--- config.mk ---
export PLATFORM = sky130hd
export DESIGN_NAME = multicycle_control
export DESIGN_NICKNAME = d
export VERILOG_FILES = /design/src/rtl/mips_pkg.sv /design/src/rtl/multicycle_control_alu_decode.sv /design/src/rtl/multicycle_control.sv
export SDC_FILE = /design/constraint.sdc
export NUM_CORES = 1
export LEC_CHECK = 0
export ABC_AREA = 0
export CORE_UTILIZATION = 51
export DETAILED_ROUTE_END_ITERATION = 7
export PLACE_DENSITY = 0.9
export SETUP_SLACK_MARGIN = 0.3
export SYNTH_ARGS = -nofsm -noshare
export SYNTH_HDL_FRONTEND = slang
export SYNTH_SLANG_ARGS = --single-unit
export TNS_END_PERCENT = 20
--- constraint.sdc ---
create_clock -name clk -period 3.2 [get_ports clk]
set_input_delay 0.8 -clock clk [delete_from_list [all_inputs] [get_ports clk]]
set_output_delay 0.8 -clock clk [all_outputs]
set_load 0.01 [all_outputs]
--- src/rtl/mips_pkg.sv ---
// Shared constants for the multicycle MIPS controller: opcodes, funct codes,
// ALU control codes, ALU operation classes and the FSM state encoding.
package mips_pkg;

    localparam logic [5:0] OP_RTYPE = 6'b000000;
    localparam logic [5:0] OP_LW    = 6'b100011;
    localparam logic [5:0] OP_SW    = 6'b101011;
    localparam logic [5:0] OP_BEQ   = 6'b000100;
    localparam logic [5:0] OP_J     = 6'b000010;
    localparam logic [5:0] OP_ADDI  = 6'b001000;

    localparam logic [5:0] FN_ADD = 6'b100000;
    localparam logic [5:0] FN_SUB = 6'b100010;
    localparam logic [5:0] FN_AND = 6'b100100;
    localparam logic [5:0] FN_OR  = 6'b100101;
    localparam logic [5:0] FN_SLT = 6'b101010;

    localparam logic [3:0] ALU_AND = 4'b0000;
    localparam logic [3:0] ALU_OR  = 4'b0001;
    localparam logic [3:0] ALU_ADD = 4'b0010;
    localparam logic [3:0] ALU_SUB = 4'b0110;
    localparam logic [3:0] ALU_SLT = 4'b0111;

    // ALUOP_NONE parks alu_ctrl at zero in states that do not use the ALU
    typedef enum logic [1:0] {
        ALUOP_ADD   = 2'b00,
        ALUOP_SUB   = 2'b01,
        ALUOP_FUNCT = 2'b10,
        ALUOP_NONE  = 2'b11
    } alu_op_t;

    localparam logic [3:0] S_IDLE     = 4'd0;
    localparam logic [3:0] S_FETCH    = 4'd1;
    localparam logic [3:0] S_DECODE   = 4'd2;
    localparam logic [3:0] S_MEM_ADDR = 4'd3;
    localparam logic [3:0] S_MEM_RD   = 4'd4;
    localparam logic [3:0] S_MEM_WB   = 4'd5;
    localparam logic [3:0] S_MEM_WR   = 4'd6;
    localparam logic [3:0] S_EXEC     = 4'd7;
    localparam logic [3:0] S_ALU_WB   = 4'd8;
    localparam logic [3:0] S_BRANCH   = 4'd9;
    localparam logic [3:0] S_JUMP     = 4'd10;
    localparam logic [3:0] S_ADDI_EX  = 4'd11;
    localparam logic [3:0] S_ADDI_WB  = 4'd12;

endpackage

--- src/rtl/multicycle_control_alu_decode.sv ---
// Combinational ALU control decoder: maps the FSM's ALU operation class and
// the R-type funct field onto the ALU control code.
module alu_decode
    import mips_pkg::*;
#(
    parameter int FN_W       = 6,
    parameter int ALU_CTRL_W = 4
) (
    input  alu_op_t               alu_op,
    input  logic [FN_W-1:0]       funct,
    output logic [ALU_CTRL_W-1:0] alu_ctrl
);

    logic [3:0] code;

    // Unknown funct values fall back to add rather than being flagged
    always_comb begin
        code = ALU_ADD;
        case (alu_op)
            ALUOP_ADD: code = ALU_ADD;
            ALUOP_SUB: code = ALU_SUB;
            ALUOP_FUNCT: begin
                case (funct)
                    FN_W'(FN_ADD): code = ALU_ADD;
                    FN_W'(FN_SUB): code = ALU_SUB;
                    FN_W'(FN_AND): code = ALU_AND;
                    FN_W'(FN_OR):  code = ALU_OR;
                    FN_W'(FN_SLT): code = ALU_SLT;
                    default:       code = ALU_ADD;
                endcase
            end
            default: code = 4'b0000;
        endcase
    end

    assign alu_ctrl = ALU_CTRL_W'(code);

endmodule

--- src/rtl/multicycle_control.sv ---
// Multicycle MIPS control FSM: sequences fetch/decode/execute for R-type,
// lw, sw, beq, j and optional addi, and counts retired instructions.
module multicycle_control
    import mips_pkg::*;
#(
    parameter int OP_W       = 6,
    parameter int FN_W       = 6,
    parameter int ALU_CTRL_W = 4,
    parameter int CNT_W      = 32,
    parameter int EN_ADDI    = 1
) (
    input  logic                  clk,
    input  logic                  rst,
    input  logic [OP_W-1:0]       op,
    input  logic [FN_W-1:0]       funct,
    input  logic                  zero,
    input  logic                  mem_ready,
    output logic                  pc_write,
    output logic                  pc_write_cond,
    output logic                  i_or_d,
    output logic                  mem_read,
    output logic                  mem_write,
    output logic                  ir_write,
    output logic                  mem_to_reg,
    output logic                  reg_dst,
    output logic                  reg_write,
    output logic                  alu_src_a,
    output logic [1:0]            alu_src_b,
    output logic [1:0]            pc_src,
    output logic [ALU_CTRL_W-1:0] alu_ctrl,
    output logic                  illegal_op,
    output logic                  instr_done,
    output logic [CNT_W-1:0]      retired
);

    logic [3:0] state;
    logic [3:0] state_nxt;
    logic       armed;
    alu_op_t    alu_op;

    logic is_rtype, is_lw, is_sw, is_beq, is_j, is_addi, legal;

    assign is_rtype = (op == OP_W'(OP_RTYPE));
    assign is_lw    = (op == OP_W'(OP_LW));
    assign is_sw    = (op == OP_W'(OP_SW));
    assign is_beq   = (op == OP_W'(OP_BEQ));
    assign is_j     = (op == OP_W'(OP_J));
    assign is_addi  = (op == OP_W'(OP_ADDI)) && (EN_ADDI != 0);
    assign legal    = is_rtype | is_lw | is_sw | is_beq | is_j | is_addi;

    // armed holds IDLE for one extra edge after reset release, so the first
    // FETCH lands on the second edge
    always_ff @(posedge clk or posedge rst) begin
        if (rst) begin
            state   <= S_IDLE;
            armed   <= 1'b0;
            retired <= '0;
        end else begin
            state <= state_nxt;
            armed <= 1'b1;
            if (instr_done) retired <= retired + CNT_W'(1);
        end
    end

    always_comb begin
        state_nxt = state;
        case (state)
            S_IDLE:     if (armed) state_nxt = S_FETCH;
            S_FETCH:    if (mem_ready) state_nxt = S_DECODE;
            S_DECODE: begin
                if (is_rtype)            state_nxt = S_EXEC;
                else if (is_lw || is_sw) state_nxt = S_MEM_ADDR;
                else if (is_beq)         state_nxt = S_BRANCH;
                else if (is_j)           state_nxt = S_JUMP;
                else if (is_addi)        state_nxt = S_ADDI_EX;
                else                     state_nxt = S_FETCH;
            end
            S_MEM_ADDR: state_nxt = is_lw ? S_MEM_RD : S_MEM_WR;
            S_MEM_RD:   if (mem_ready) state_nxt = S_MEM_WB;
            S_MEM_WB:   state_nxt = S_FETCH;
            S_MEM_WR:   if (mem_ready) state_nxt = S_FETCH;
            S_EXEC:     state_nxt = S_ALU_WB;
            S_ALU_WB:   state_nxt = S_FETCH;
            S_BRANCH:   state_nxt = S_FETCH;
            S_JUMP:     state_nxt = S_FETCH;
            S_ADDI_EX:  state_nxt = S_ADDI_WB;
            S_ADDI_WB:  state_nxt = S_FETCH;
            default:    state_nxt = S_IDLE;
        endcase
    end

    // Strobes follow the registered state; mem_ready only gates the fetch
    // writes and the store retire. In BRANCH pc_write also follows zero so a
    // taken branch is visible without external gating.
    always_comb begin
        pc_write      = 1'b0;
        pc_write_cond = 1'b0;
        i_or_d        = 1'b0;
        mem_read      = 1'b0;
        mem_write     = 1'b0;
        ir_write      = 1'b0;
        mem_to_reg    = 1'b0;
        reg_dst       = 1'b0;
        reg_write     = 1'b0;
        alu_src_a     = 1'b0;
        alu_src_b     = 2'b00;
        pc_src        = 2'b00;
        illegal_op    = 1'b0;
        instr_done    = 1'b0;
        alu_op        = ALUOP_NONE;
        case (state)
            S_FETCH: begin
                mem_read  = 1'b1;
                alu_src_b = 2'b01;
                alu_op    = ALUOP_ADD;
                ir_write  = mem_ready;
                pc_write  = mem_ready;
            end
            S_DECODE: begin
                alu_src_b  = 2'b11;
                alu_op     = ALUOP_ADD;
                illegal_op = ~legal;
            end
            S_MEM_ADDR: begin
                alu_src_a = 1'b1;
                alu_src_b = 2'b10;
                alu_op    = ALUOP_ADD;
            end
            S_MEM_RD: begin
                mem_read = 1'b1;
                i_or_d   = 1'b1;
            end
            S_MEM_WB: begin
                reg_write  = 1'b1;
                mem_to_reg = 1'b1;
                instr_done = 1'b1;
            end
            S_MEM_WR: begin
                mem_write  = 1'b1;
                i_or_d     = 1'b1;
                instr_done = mem_ready;
            end
            S_EXEC: begin
                alu_src_a = 1'b1;
                alu_op    = ALUOP_FUNCT;
            end
            S_ALU_WB: begin
                reg_write  = 1'b1;
                reg_dst    = 1'b1;
                instr_done = 1'b1;
            end
            S_BRANCH: begin
                alu_src_a     = 1'b1;
                alu_op        = ALUOP_SUB;
                pc_write_cond = 1'b1;
                pc_src        = 2'b01;
                pc_write      = zero;
                instr_done    = 1'b1;
            end
            S_JUMP: begin
                pc_write   = 1'b1;
                pc_src     = 2'b10;
                instr_done = 1'b1;
            end
            S_ADDI_EX: begin
                alu_src_a = 1'b1;
                alu_src_b = 2'b10;
                alu_op    = ALUOP_ADD;
            end
            S_ADDI_WB: begin
                reg_write  = 1'b1;
                instr_done = 1'b1;
            end
            default: ;
        endcase
    end

    alu_decode #(
        .FN_W       (FN_W),
        .ALU_CTRL_W (ALU_CTRL_W)
    ) u_alu_decode (
        .alu_op   (alu_op),
        .funct    (funct),
        .alu_ctrl (alu_ctrl)
    );

endmodule

== After elaboration in Yosys (flattened, before gate mapping) ==
Index checks and enable logic that the tools add are counted.

* Bits in registers: 37
* Bits of input ports: 16
* Output and inout port bits: 52
* Word-level logic and storage cells: 77

* $add $sub $neg: 1
* Eq/ne operators: 27
* Mux-type cells: 28
* Bitwise logic cells: 6
* Reductions and logical operators: 12

{| class="wikitable"
|+ Operators with widths
! operator !! number
|-
| equality test 6 bit, second input constant || 6
|-
| 2-to-1 mux 4 bit || 9
|-
| one-hot mux 4 bit (9 select lines) || 1
|-
| adder 32 x 1 -> 32 bit, second input constant || 1
|-
| equality test 4 bit, second input constant || 5
|-
| equality test 4 x 3 -> 1 bit, second input constant || 4
|-
| one-hot mux 2 bit (3 select lines) || 2
|-
| one-hot mux 3 bit (4 select lines) || 1
|-
| one-hot mux 4 bit (3 select lines) || 1
|-
| 2-to-1 mux 1 bit || 10
|-
| equality test 4 x 2 -> 1 bit, second input constant || 2
|-
| != test 2 bit, second input constant || 4
|-
| OR reduction 4 bit || 2
|-
| equality test 6 x 2 -> 1 bit, second input constant || 1
|-
| equality test 6 x 3 -> 1 bit, second input constant || 1
|-
| equality test 6 x 4 -> 1 bit, second input constant || 1
|-
| zero test 6 bit || 1
|-
| OR reduction 2 bit || 3
|-
| OR 1 bit || 5
|-
| OR reduction 5 bit || 1
|-
| equality test 4 x 1 -> 1 bit, second input constant || 1
|-
| zero test 4 bit || 1
|-
| one-hot mux 2 bit (2 select lines) || 1
|-
| AND reduction 4 bit || 1
|-
| 9 further kinds || 9
|}

== Logic depth before layout (Yosys ltp) ==
Gate-level depths: netlist of run 1.

* Word-level depth: 8
* Depth in mapped cells: 7
* Gate-level depth less buffers: 6

== Cells and area by module ==
From an unflattened synthesis of run 1, not the netlist that was laid out.

* Cells, all modules: 224
* Area total of the unflattened synthesis: 2187.1 um^2

{| class="wikitable"
|+ Modules (own cells, without submodules)
! module !! instances !! cells each !! area each (um^2) !! sequential area each (um^2)
|-
| multicycle_control || 1 || 212 || 2093.3 || 925.9
|-
| alu_decode || 1 || 12 || 93.8 || 0.0
|}

== Least setup slack after synthesis of run 1 ==
No wires, ideal clock.

* Path kind: input port to output port
* From: input funct[0]
* To: output alu_ctrl[0]
* Arrival: 1.566 ns
* Required time: 2.400 ns
* Setup slack: 0.834 ns
* Stages on the path: 3
* Path buffers: 0
* Cells stage by stage: or3b_2 a2bb2oi_1 nor2_1

* Word-level cells in the longest chain between the ends: 3
* Elaborated cells on any way between the ends: 6
* Classes of those cells: eq/ne (4); mux (2)

{| class="wikitable"
|+ RTL lines
! item !! line !! text
|-
| start, declared || multicycle_control.sv:15 || <nowiki>input logic [FN_W-1:0] funct,</nowiki>
|-
| equality test 6 bit || multicycle_control_alu_decode.sv:23 || <nowiki>case (funct)</nowiki>
|-
| one-hot mux 3 bit (4 select lines) (*) || multicycle_control_alu_decode.sv:23 ||
|-
| one-hot mux 4 bit (3 select lines) (*) || multicycle_control_alu_decode.sv:19 || <nowiki>case (alu_op)</nowiki>
|-
| end, declared || multicycle_control.sv:30 || <nowiki>output logic [ALU_CTRL_W-1:0] alu_ctrl,</nowiki>
|}

Mark *: on every way between the ends. The rest lies on a longest branch, timed or not.

== Worst setup path in the final report of run 1 ==
* From: input op[1]
* To: output illegal_op

* Word-level cells in the longest chain between the ends: 8
* Elaborated cells on any way between the ends: 13
* Classes of those cells: eq/ne (5); mux (1); bitwise (6); reduce/logical (1)

{| class="wikitable"
|+ RTL lines
! item !! line !! text
|-
| start, declared || multicycle_control.sv:14 || <nowiki>input logic [OP_W-1:0] op,</nowiki>
|-
| equality test 6 bit or zero test 6 bit (tied branches) || multicycle_control.sv:44, multicycle_control.sv:43 ||
|-
| OR 1 bit (4 in a row) || multicycle_control.sv:49 || <nowiki>assign legal = is_rtype | is_lw | is_sw | is_beq | is_j | is_addi;</nowiki>
|-
| OR 1 bit (*) || multicycle_control.sv:49 ||
|-
| inverter 1 bit (*) || multicycle_control.sv:122 || <nowiki>illegal_op = ~legal;</nowiki>
|-
| 2-to-1 mux 1 bit (*) || multicycle_control.sv:111 || <nowiki>case (state)</nowiki>
|-
| end, declared || multicycle_control.sv:31 || <nowiki>output logic illegal_op,</nowiki>
|}

Marks and branches as above.

==> results of run 1 <==
[worst max-delay path, stage by stage]
cell and delay, ns:
clkdlybuf4s50_1 0.51, buf_4 0.16, nand3_1 0.08, nor2b_1 0.15
o311a_1 0.29, dlygate4sd2_1 0.28
[synth_stat cells (2+ instances only)]
| master | number |
|---|---|
| clkbuf_1 | 4 |
| nor2_1 | 30 |
| nand3_1 | 11 |
| o211ai_1 | 2 |
| conb_1 | 2 |
| nor4_1 | 2 |
| nand3_2 | 2 |
| nor4_2 | 3 |
| nor2b_1 | 2 |
| nor3_1 | 17 |
| xnor2_1 | 7 |
| dfrtp_1 | 37 |
| nand2b_1 | 8 |
| and3_1 | 3 |
| a21oi_1 | 6 |
| o21a_1 | 2 |
| o21ai_0 | 6 |
| inv_1 | 9 |
| xor2_1 | 25 |
| nand4_1 | 5 |
| or3_1 | 2 |
| a21boi_0 | 2 |
| nand2_1 | 19 |
| buf_4 | 2 |
| buf_2 | 3 |
[final timing paths]
kind | end | slack [ns]
max in group asynchronous | retired[19] | 1.98
setup / recovery | illegal_op | 0.14
min in group asynchronous | retired[4] | 0.91
hold / removal | retired[31] | 0.49
hold reg to reg | retired[31] | 0.49
setup reg to reg | retired[11] | 0.77
[registers in the layout (all words and copies together), names as in the netlist]
| signal | count |
|---|---|
| state | 4 |
| armed | 1 |
| retired | 32 |
[report_power, final]
part / switching (uW) / internal (uW)
clock: 177 / 154
combinational: 366 / 370
sequential: 132 / 526
[cell type report]
cell class              instances  area, um^2
flip-flops and latches         37         926
multi-input cells             185        1210
inverters                      10        37.5
repair buffers                 82         778
well taps                      50        62.6
clock inverters                 3        21.3
fillers                       289         980
clock buffers                   5        68.8
[repair_timing]
| item | CTS | global route |
|---|---|---|
| pin swaps | 2 | 1 |
| endpoints found under the setup margin | 7 | 8 |
| resized for setup | 6 | 1 |
| cloned | 0 | 0 |
| setup buffers | 2 | 0 |
[cell usage in the layout (no fill, tap or decap), types with 2 or more instances in the layout]
cell type        synthesis  routed
a21oi_1                  6       6
nand3_1                 11      11
o21ai_0                  6       6
nand2_1                 19      19
o211ai_1                 2       2
buf_4                    2      16
xor2_1                  25      25
nand4_1                  5       5
nand2b_1                 8       8
or3_1                    2       2
nor4_2                   3       4
and3_1                   3       3
nor3_1                  17      17
a21boi_0                 2       2
nor2_1                  30      30
inv_1                    9       9
xnor2_1                  7       7
dfrtp_1                 37      37
nand3_2                  2       2
nor2b_1                  2       2
clkdlybuf4s50_1          0      61
conb_1                   2       2
nor3b_2                  1       2
dlygate4sd2_1            0       4
o21a_1                   2       2
clkbuf_8                 0       5
[per-layer routing]
| layer | wire, um | vias to the layer above |
|---|---|---|
| met5 | 0 | - |
| met4 | 68 | 0 |
| met3 | 275 | 8 |
| met2 | 2880 | 68 |
| met1 | 2490 | 1015 |
| li1 | - | 1005 |
[logic make-up after synthesis]
| group | Yosys count |
|---|---|
| xor+xnor | 32 |
| fa+ha+maj | 1 |
| other cells | 2 |
| compound gates | 32 |
| simple gates | 117 |
| buf+inv | 20 |
| mux | 1 |
| flops | 37 |
[stage by stage]
stage / setup TNS [ns] / utilization (%)
after CTS: 0 / 76.0
after floorplan: 0 / -
after global routing: 0 / 76.0
after detailed placement: -0.225 / 73.2
after global placement: -0.114 / 73.2
final: 0 / 76.0
==> out/qor.yml, run 1 <==
status: "finished clean"
cts_hold_buffers: 0
drt-vias-per-instance: 5.63
first_iter_violations: 93
cts_buffers: 5
areaGrowthSynthToFinish_pct: 40.4
setup_viol: 0
grtUsageMet2_pct: 44.9
maxSlewViolCount: 0
dr.pass1.iters: 4
final_layout_size_suffix_gt1_share_pct: 13.0
avgSynthCellArea_um2: 9.15
hp-start: "retired[31]"
clkSinkCount: 37
clockRootBuffer: "clkbuf_8"
overflow: 0
startpoint: "op[1]"
cp_max_fo: 5
tightestPinTransition_ns: 0.724
die_h_um: 67.9
initial_core_util_pct: 54.2
max_freq_ghz: 0.326
seq_area_frac_synth_pct: 41.8
dp_cells: 362
synth_top_family_by_area: "simple AND/OR/NAND/NOR gates"
grt_antenna_before_repair: 0
syn_nets: 259
yosysTopAreaCell: "dfrtp_1"
peakVddDrop_mv: 0.400
stdcell_count: 372
ys_top_cells_by_area: "dfrtp_1, xor2_1, nor2_1"
coreArea_mm2: 0.00409
hp-class: "flip-flop to flip-flop"
grt_usage_pct: 26.1
async_flop_share_pct: 100
nNetsFinal: 338
yosys.area.top_type_share_pct: 41.8
leakagePower_uw: 0.00138
synth-compound-area-share_pct: 10.4
dpl_cell_area_mm2: 0.00299
synth_simple_gate_area_share_pct: 29.8
rsz0062_at_grt: "true"
synth_seq_cells: 37
synth_cells: 242
grt_first_pass_wirelength_mm: 8.94
max-slew-margin-rel_pct: 51.5
totalWireLength_mm: 5.71
period_share_pct: 95.7
die_area_mm2: 0.00461
synthAdderAreaFrac_pct: 0.565
cap_violations: 0
critPathCaptureType: "primary output"
first_global_vias: 1989
vias: 2096
setup_slack_ns: 0.136
synth_mux_area_share_pct: 0.509
wire_per_inst_um: 15.4
crit_path_start_kind: "input pin"
skew_ns: 0.00791
grt_max_degree: 38
path_clk_slew_ns: 0.08
whs_path_depth: 1
met1_usage_pct: 33.7
antenna_left: 0
fp.dieW_um: 67.9
synthXorXnorAreaFrac_pct: 12.7
antennaDiodeCount: 0
post-place-ws_ns: -0.115
clock_latency_ns: 0.29
power_uw: 1730
synth_edf_count: 0
hold_ws_ns: 0.488
clock_path_buffers: 2
io_pins: 68
design_area_mm2: 0.00311
met3_usage_pct: 5.17
yosysWarnings: 0
num_rows: 23
hold_violations: 0
cts_tree: "yes"
critical_path_arrival_ns: 2.26
ys_types: 56
critPathRequiredTime_ns: 2.40
place.detailed.hpwl_mm: 4.08
synth_area_mm2: 0.00221
power_density_mw_per_mm2: 556
busiest_layer: "met2"
numPortBuffers: 66
worst-setup-path-type: "input pin to primary output"
r2r_start: "state[3]"
synth_ff_type: "dfrtp_1"
cts_max_level: 2
gp_congestion: 0.816
rr_worst_depth: 8
drc: 0
fin_crit_ns: 3.06
No activity file was read; power rests on OpenSTA's default activity.
==> run 2: changes to the inputs <==
--- a/config.mk
+++ b/config.mk
@@ -8,7 +8,8 @@
 export ABC_AREA = 0
 export CORE_UTILIZATION = 51
 export DETAILED_ROUTE_END_ITERATION = 7
-export PLACE_DENSITY = 0.9
+export GPL_TIMING_DRIVEN = 0
+export PLACE_DENSITY = 0.94
 export SETUP_SLACK_MARGIN = 0.3
 export SYNTH_ARGS = -nofsm -noshare
 export SYNTH_HDL_FRONTEND = slang
==> run 2 against run 1 <==
Against the previous run:
- worst setup slack lost 0.013 ns
- global-route usage is 0.49 points lower
- largest cell class unchanged
- critical path depth fell by 1
- die area unchanged
- combinational power rose by 13%
- wire length increased by 0.75%
- non-clock buffer count unchanged
==> out/qor.yml, run 2 (synthesis gave the netlist of run 1 again) <==
status: "finished clean"
cts_max_level: 2
antennaDiodeCount: 0
clkSinkCount: 37
peakVddDrop_mv: 0.415
gp_congestion: 0.873
critPathCaptureType: "primary output"
nNetsFinal: 338
largest_register: "retired"
multi_input_area_mm2: 0.00122
grt_usage_pct: 25.6
ff_latch_area_um2: 926
numPortBuffers: 66
totalWireLength_mm: 5.76
first_iter_violations: 126
r2r_start: "state[3]"
grt_first_pass_wirelength_mm: 8.76
dp_cells: 358
cp_max_fo: 2
place.detailed.hpwl_mm: 4.05
cts_tree: "yes"
worst-setup-path-type: "input pin to primary output"
rr_worst_depth: 8
overflow: 0
whs_path_depth: 1
design_area_mm2: 0.00309
setup_viol: 0
coreArea_mm2: 0.00409
hold_violations: 0
num_rows: 23
antenna_left: 0
die_h_um: 67.9
dpl_cell_area_mm2: 0.00294
initial_core_util_pct: 54.2
setup_slack_ns: 0.123
hp-start: "retired[31]"
areaGrowthSynthToFinish_pct: 39.7
r2r_end: "retired[6]"
clockRootBuffer: "clkbuf_8"
leakagePower_uw: 0.00136
power_density_mw_per_mm2: 590
first_global_vias: 1991
skew_ns: 0.00655
vias: 2154
layout_commonest_cell: "clkdlybuf4s50_1"
max-slew-margin-rel_pct: 51.3
fin_util_pct: 75.7
final_layout_size_suffix_gt1_share_pct: 11.8
stdcell_count: 371
fillers: 274
crit_path_start_kind: "input pin"
critical_path_arrival_ns: 2.28
wire_per_inst_um: 15.5
layout_common_cells: "clkdlybuf4s50_1, dfrtp_1, nor2_1"
period_share_pct: 96.2
rsz0062_at_grt: "true"
die_area_mm2: 0.00461
maxSlewViolCount: 0
dr.pass1.iters: 4
critPathRequiredTime_ns: 2.40
reg2reg_slack_ns: 1.21
largest_reg_flops: 32
drc: 0
top_regs: "retired: 32 flops, state: 4 flops, armed: 1 flops"
tightestPinTransition_ns: 0.730
clock_path_buffers: 2
hold_ws_ns: 0.476
cap_violations: 0
drt-vias-per-instance: 5.81
cts_buffers: 5
io_pins: 68
grt_max_degree: 38
path_clk_slew_ns: 0.07
clock_latency_ns: 0.29
fin_crit_ns: 3.08
hp-class: "flip-flop to flip-flop"
post-place-ws_ns: -0.182
fp.dieW_um: 67.9
grt_antenna_before_repair: 0
cts_hold_buffers: 0
max_freq_ghz: 0.325
holdPathEnd: "retired[31]"
-- run 2: cell count changes in the layout (fill, tap and decap cells not counted), moves of 3 or more --
cell / previous run / this run
clkdlybuf4s50_1: 61 / 56
buf_4: 16 / 8
buf_2: 0 / 3
dlygate4sd2_1: 4 / 8
clkbuf_1: 0 / 4
-- run 2: cell type report --
class,instances,share of cell area [%]
timing repair buffer,72,22.4
multi-input combinational,185,39.5
clock buffer,5,2.23
buffer,10,1.58
inverter,10,1.21
clock inverter,2,1.13
sequential,37,29.9
tap,50,2.02
-- run 2: how the worst max path moves through the flow --
stage,cells after the start,endpoint,startpoint
final,5,alu_ctrl[0],funct[1]
after CTS,6,instr_done,mem_ready
after global routing,5,alu_ctrl[0],funct[1]
after floorplan,3,alu_ctrl[0],funct[0]
after global placement,6,instr_done,mem_ready
after detailed placement,6,instr_done,mem_ready
-- run 2: critical path: stages --
cell and delay (ns):
clkdlybuf4s50_1 0.49, or3b_2 0.48, a2bb2oi_1 0.15, nor2_1 0.09, dlygate4sd2_1 0.27
-- run 2: where the power goes --
part	switching, uW	internal, uW	leakage, uW
clock	161	226	0.0000540
sequential	74.3	527	0.000473
combinational	441	394	0.000833
-- run 2: layer usage --
metal	global-route usage [%]	part of all wire [%]	up-vias
met1	30.5	41	1069
met2	44.7	52	71
li1	-	-	1002
met4	10.2	1.9	0
met3	5.83	5.0	12
met5	0	0	-
-- run 2: timing repair --
item,in CTS,in global routing
setup buffers,1,5
endpoints found under the setup margin,8,13
endpoints found under the hold margin,0,0
pin swaps,2,1
resized for setup,12,3
-- run 2: metrics by stage --
stage	TNS (ns)	total power [uW]
detailed placement	-0.499	1390
floorplan	0	1040
finish	0	1820
global route	0	1920
CTS	0	1780
global placement	-0.400	1370
==> run 3: changes to the inputs <==
--- a/config.mk
+++ b/config.mk
@@ -11,6 +11,7 @@
 export GPL_TIMING_DRIVEN = 0
 export PLACE_DENSITY = 0.94
 export SETUP_SLACK_MARGIN = 0.3
+export SKIP_CTS_REPAIR_TIMING = 1
 export SYNTH_ARGS = -nofsm -noshare
 export SYNTH_HDL_FRONTEND = slang
 export SYNTH_SLANG_ARGS = --single-unit
==> run 3 against run 2 <==
Against the previous run:
- clock power is 1% lower
- maximum frequency barely moved
- via count shrank 0.23%
- critical path type unchanged
- largest power group unchanged
==> out/qor.yml, run 3 (synthesis gave the netlist of run 1 again) <==
skew_ns: 0.00898
num_rows: 23
coreArea_mm2: 0.00409
setup_slack_ns: 0.126
final_layout_size_suffix_gt1_share_pct: 11.9
layout_commonest_cell: "clkdlybuf4s50_1"
gp_congestion: 0.873
place.detailed.hpwl_mm: 4.05
max-slew-margin-rel_pct: 50.7
clock_latency_ns: 0.29
r2r_start: "state[0]"
clkSinkCount: 37
critPathRequiredTime_ns: 2.40
die_area_mm2: 0.00461
combPwrFrac_pct: 46.0
maxSlewViolCount: 0
hold_violations: 0
dp_cells: 358
crit_end: "pc_write"
layout_common_cells: "clkdlybuf4s50_1, dfrtp_1, nor2_1"
busiest_layer: "met2"
vias: 2149
p_sw_uw: 675
max_freq_ghz: 0.325
cts_buffers: 5
leakagePower_uw: 0.00142
tightestPinTransition_ns: 0.739
grt_antenna_before_repair: 0
cts_tree: "yes"
largest_register: "retired"
totalWireLength_mm: 5.90
crit_family: "buffers and inverters"
cts_max_level: 2
cpPeakStageDelay_ns: 0.57
period_share_pct: 96.1
areaGrowthSynthToFinish_pct: 41.0
cp_max_fo: 1
fp.dieW_um: 67.9
clockPowerShare_pct: 21.0
status: "finished clean"
wire_per_inst_um: 15.9
die_h_um: 67.9
critical_path_arrival_ns: 2.27
clock_path_buffers: 2
clockRootBuffer: "clkbuf_8"
worst-setup-path-type: "input pin to primary output"
initial_core_util_pct: 54.2
antenna_left: 0
overflow: 0
stdcell_count: 370
largest_reg_flops: 32
nNetsFinal: 337
drt-vias-per-instance: 5.81
seqPwrFrac_pct: 33.0
critical_path_buf_inv_count: 3
first_global_vias: 1986
drc: 0
path_clk_slew_ns: 0.07
cp.depth: 6
antennaDiodeCount: 0
switching_share_pct: 37.0
reg2reg_slack_ns: 1.22
critPathCaptureType: "primary output"
intPower_uw: 1150
rr_worst_depth: 8
cap_violations: 0
cp_slowest_cell: "clkdlybuf4s50_1"
design_area_mm2: 0.00312
grt_first_pass_wirelength_mm: 8.78
io_pins: 68
crit_path_start_kind: "input pin"
first_iter_violations: 128
setup_viol: 0
post-place-ws_ns: -0.182
met1_usage_pct: 30.7
path_cells: "clkdlybuf4s50_1, inv_1, o21ai_0, a32oi_1, nor2_1, clkdlybuf4s50_1"
top_regs: "retired: 32 flops, state: 4 flops, armed: 1 flops"
rsz0062_at_grt: "true"
met3_usage_pct: 6.00
power_density_mw_per_mm2: 584
fin_util_pct: 76.4
grt_max_degree: 38
grt_usage_pct: 25.6
path_common_cell: "clkdlybuf4s50_1"
numPortBuffers: 66
grtUsageMet2_pct: 44.2
startpoint: "zero"
peakVddDrop_mv: 0.496
r2r_end: "retired[6]"
dr.pass1.iters: 4
fin_crit_ns: 3.07
hp-class: "flip-flop to flip-flop"
dpl_cell_area_mm2: 0.00294
## run 3: power groups by stage
stage | clock, uW | combinational [uW] | sequential (uW)
6_report | 383 | 838 | 602
5_1_grt | 406 | 900 | 610
4_1_cts | 386 | 789 | 600
2_1_floorplan | 0 | 429 | 613
3_5_place_dp | 0 | 782 | 607
3_3_place_gp | 0 | 766 | 603
## run 3: stage by stage
step           TNS [ns]  power, uW  hold slack, ns
2_1_floorplan         0       1040           0.504
3_3_place_gp     -0.400       1370           0.464
3_5_place_dp     -0.499       1390           0.475
4_1_cts          -0.523       1770           0.485
5_1_grt               0       1920           0.517
6_report              0       1820           0.476
## run 3: metal layers
metal  share of wire (%)  up-vias
met4                 2.1        0
met2                  52       71
met3                 4.9       14
li1                    -     1001
met5                   0        -
met1                  41     1063
## run 3: worst min path at each step
stage	from	endpoint	cells past startpoint
floorplan	retired[31]	retired[31]	1
global placement	retired[31]	retired[31]	1
detailed placement	retired[31]	retired[31]	1
CTS	retired[31]	retired[31]	1
global route	retired[29]	retired[29]	1
finish	retired[31]	retired[31]	1
## run 3: cell type report
cell class | count | area (um^2)
clock inverter | 2 | 35.0
multi-input combinational | 185 | 1230
fill | 263 | 965
timing repair buffer | 71 | 713
clock buffer | 5 | 68.8
tap | 50 | 62.6
sequential | 37 | 926
buffer | 10 | 50.0
inverter | 10 | 37.5
## run 3: worst reg2reg max path, delay by kind of cell, from the launching register on
kind / cells / cell delay [ns]
AND/OR/NAND/NOR: 3 / 0.62
buffers and inverters: 3 / 0.47
XOR/XNOR: 1 / 0.19
AO/OA/AOI/OAI: 1 / 0.23
flip-flops: 1 / 0.39
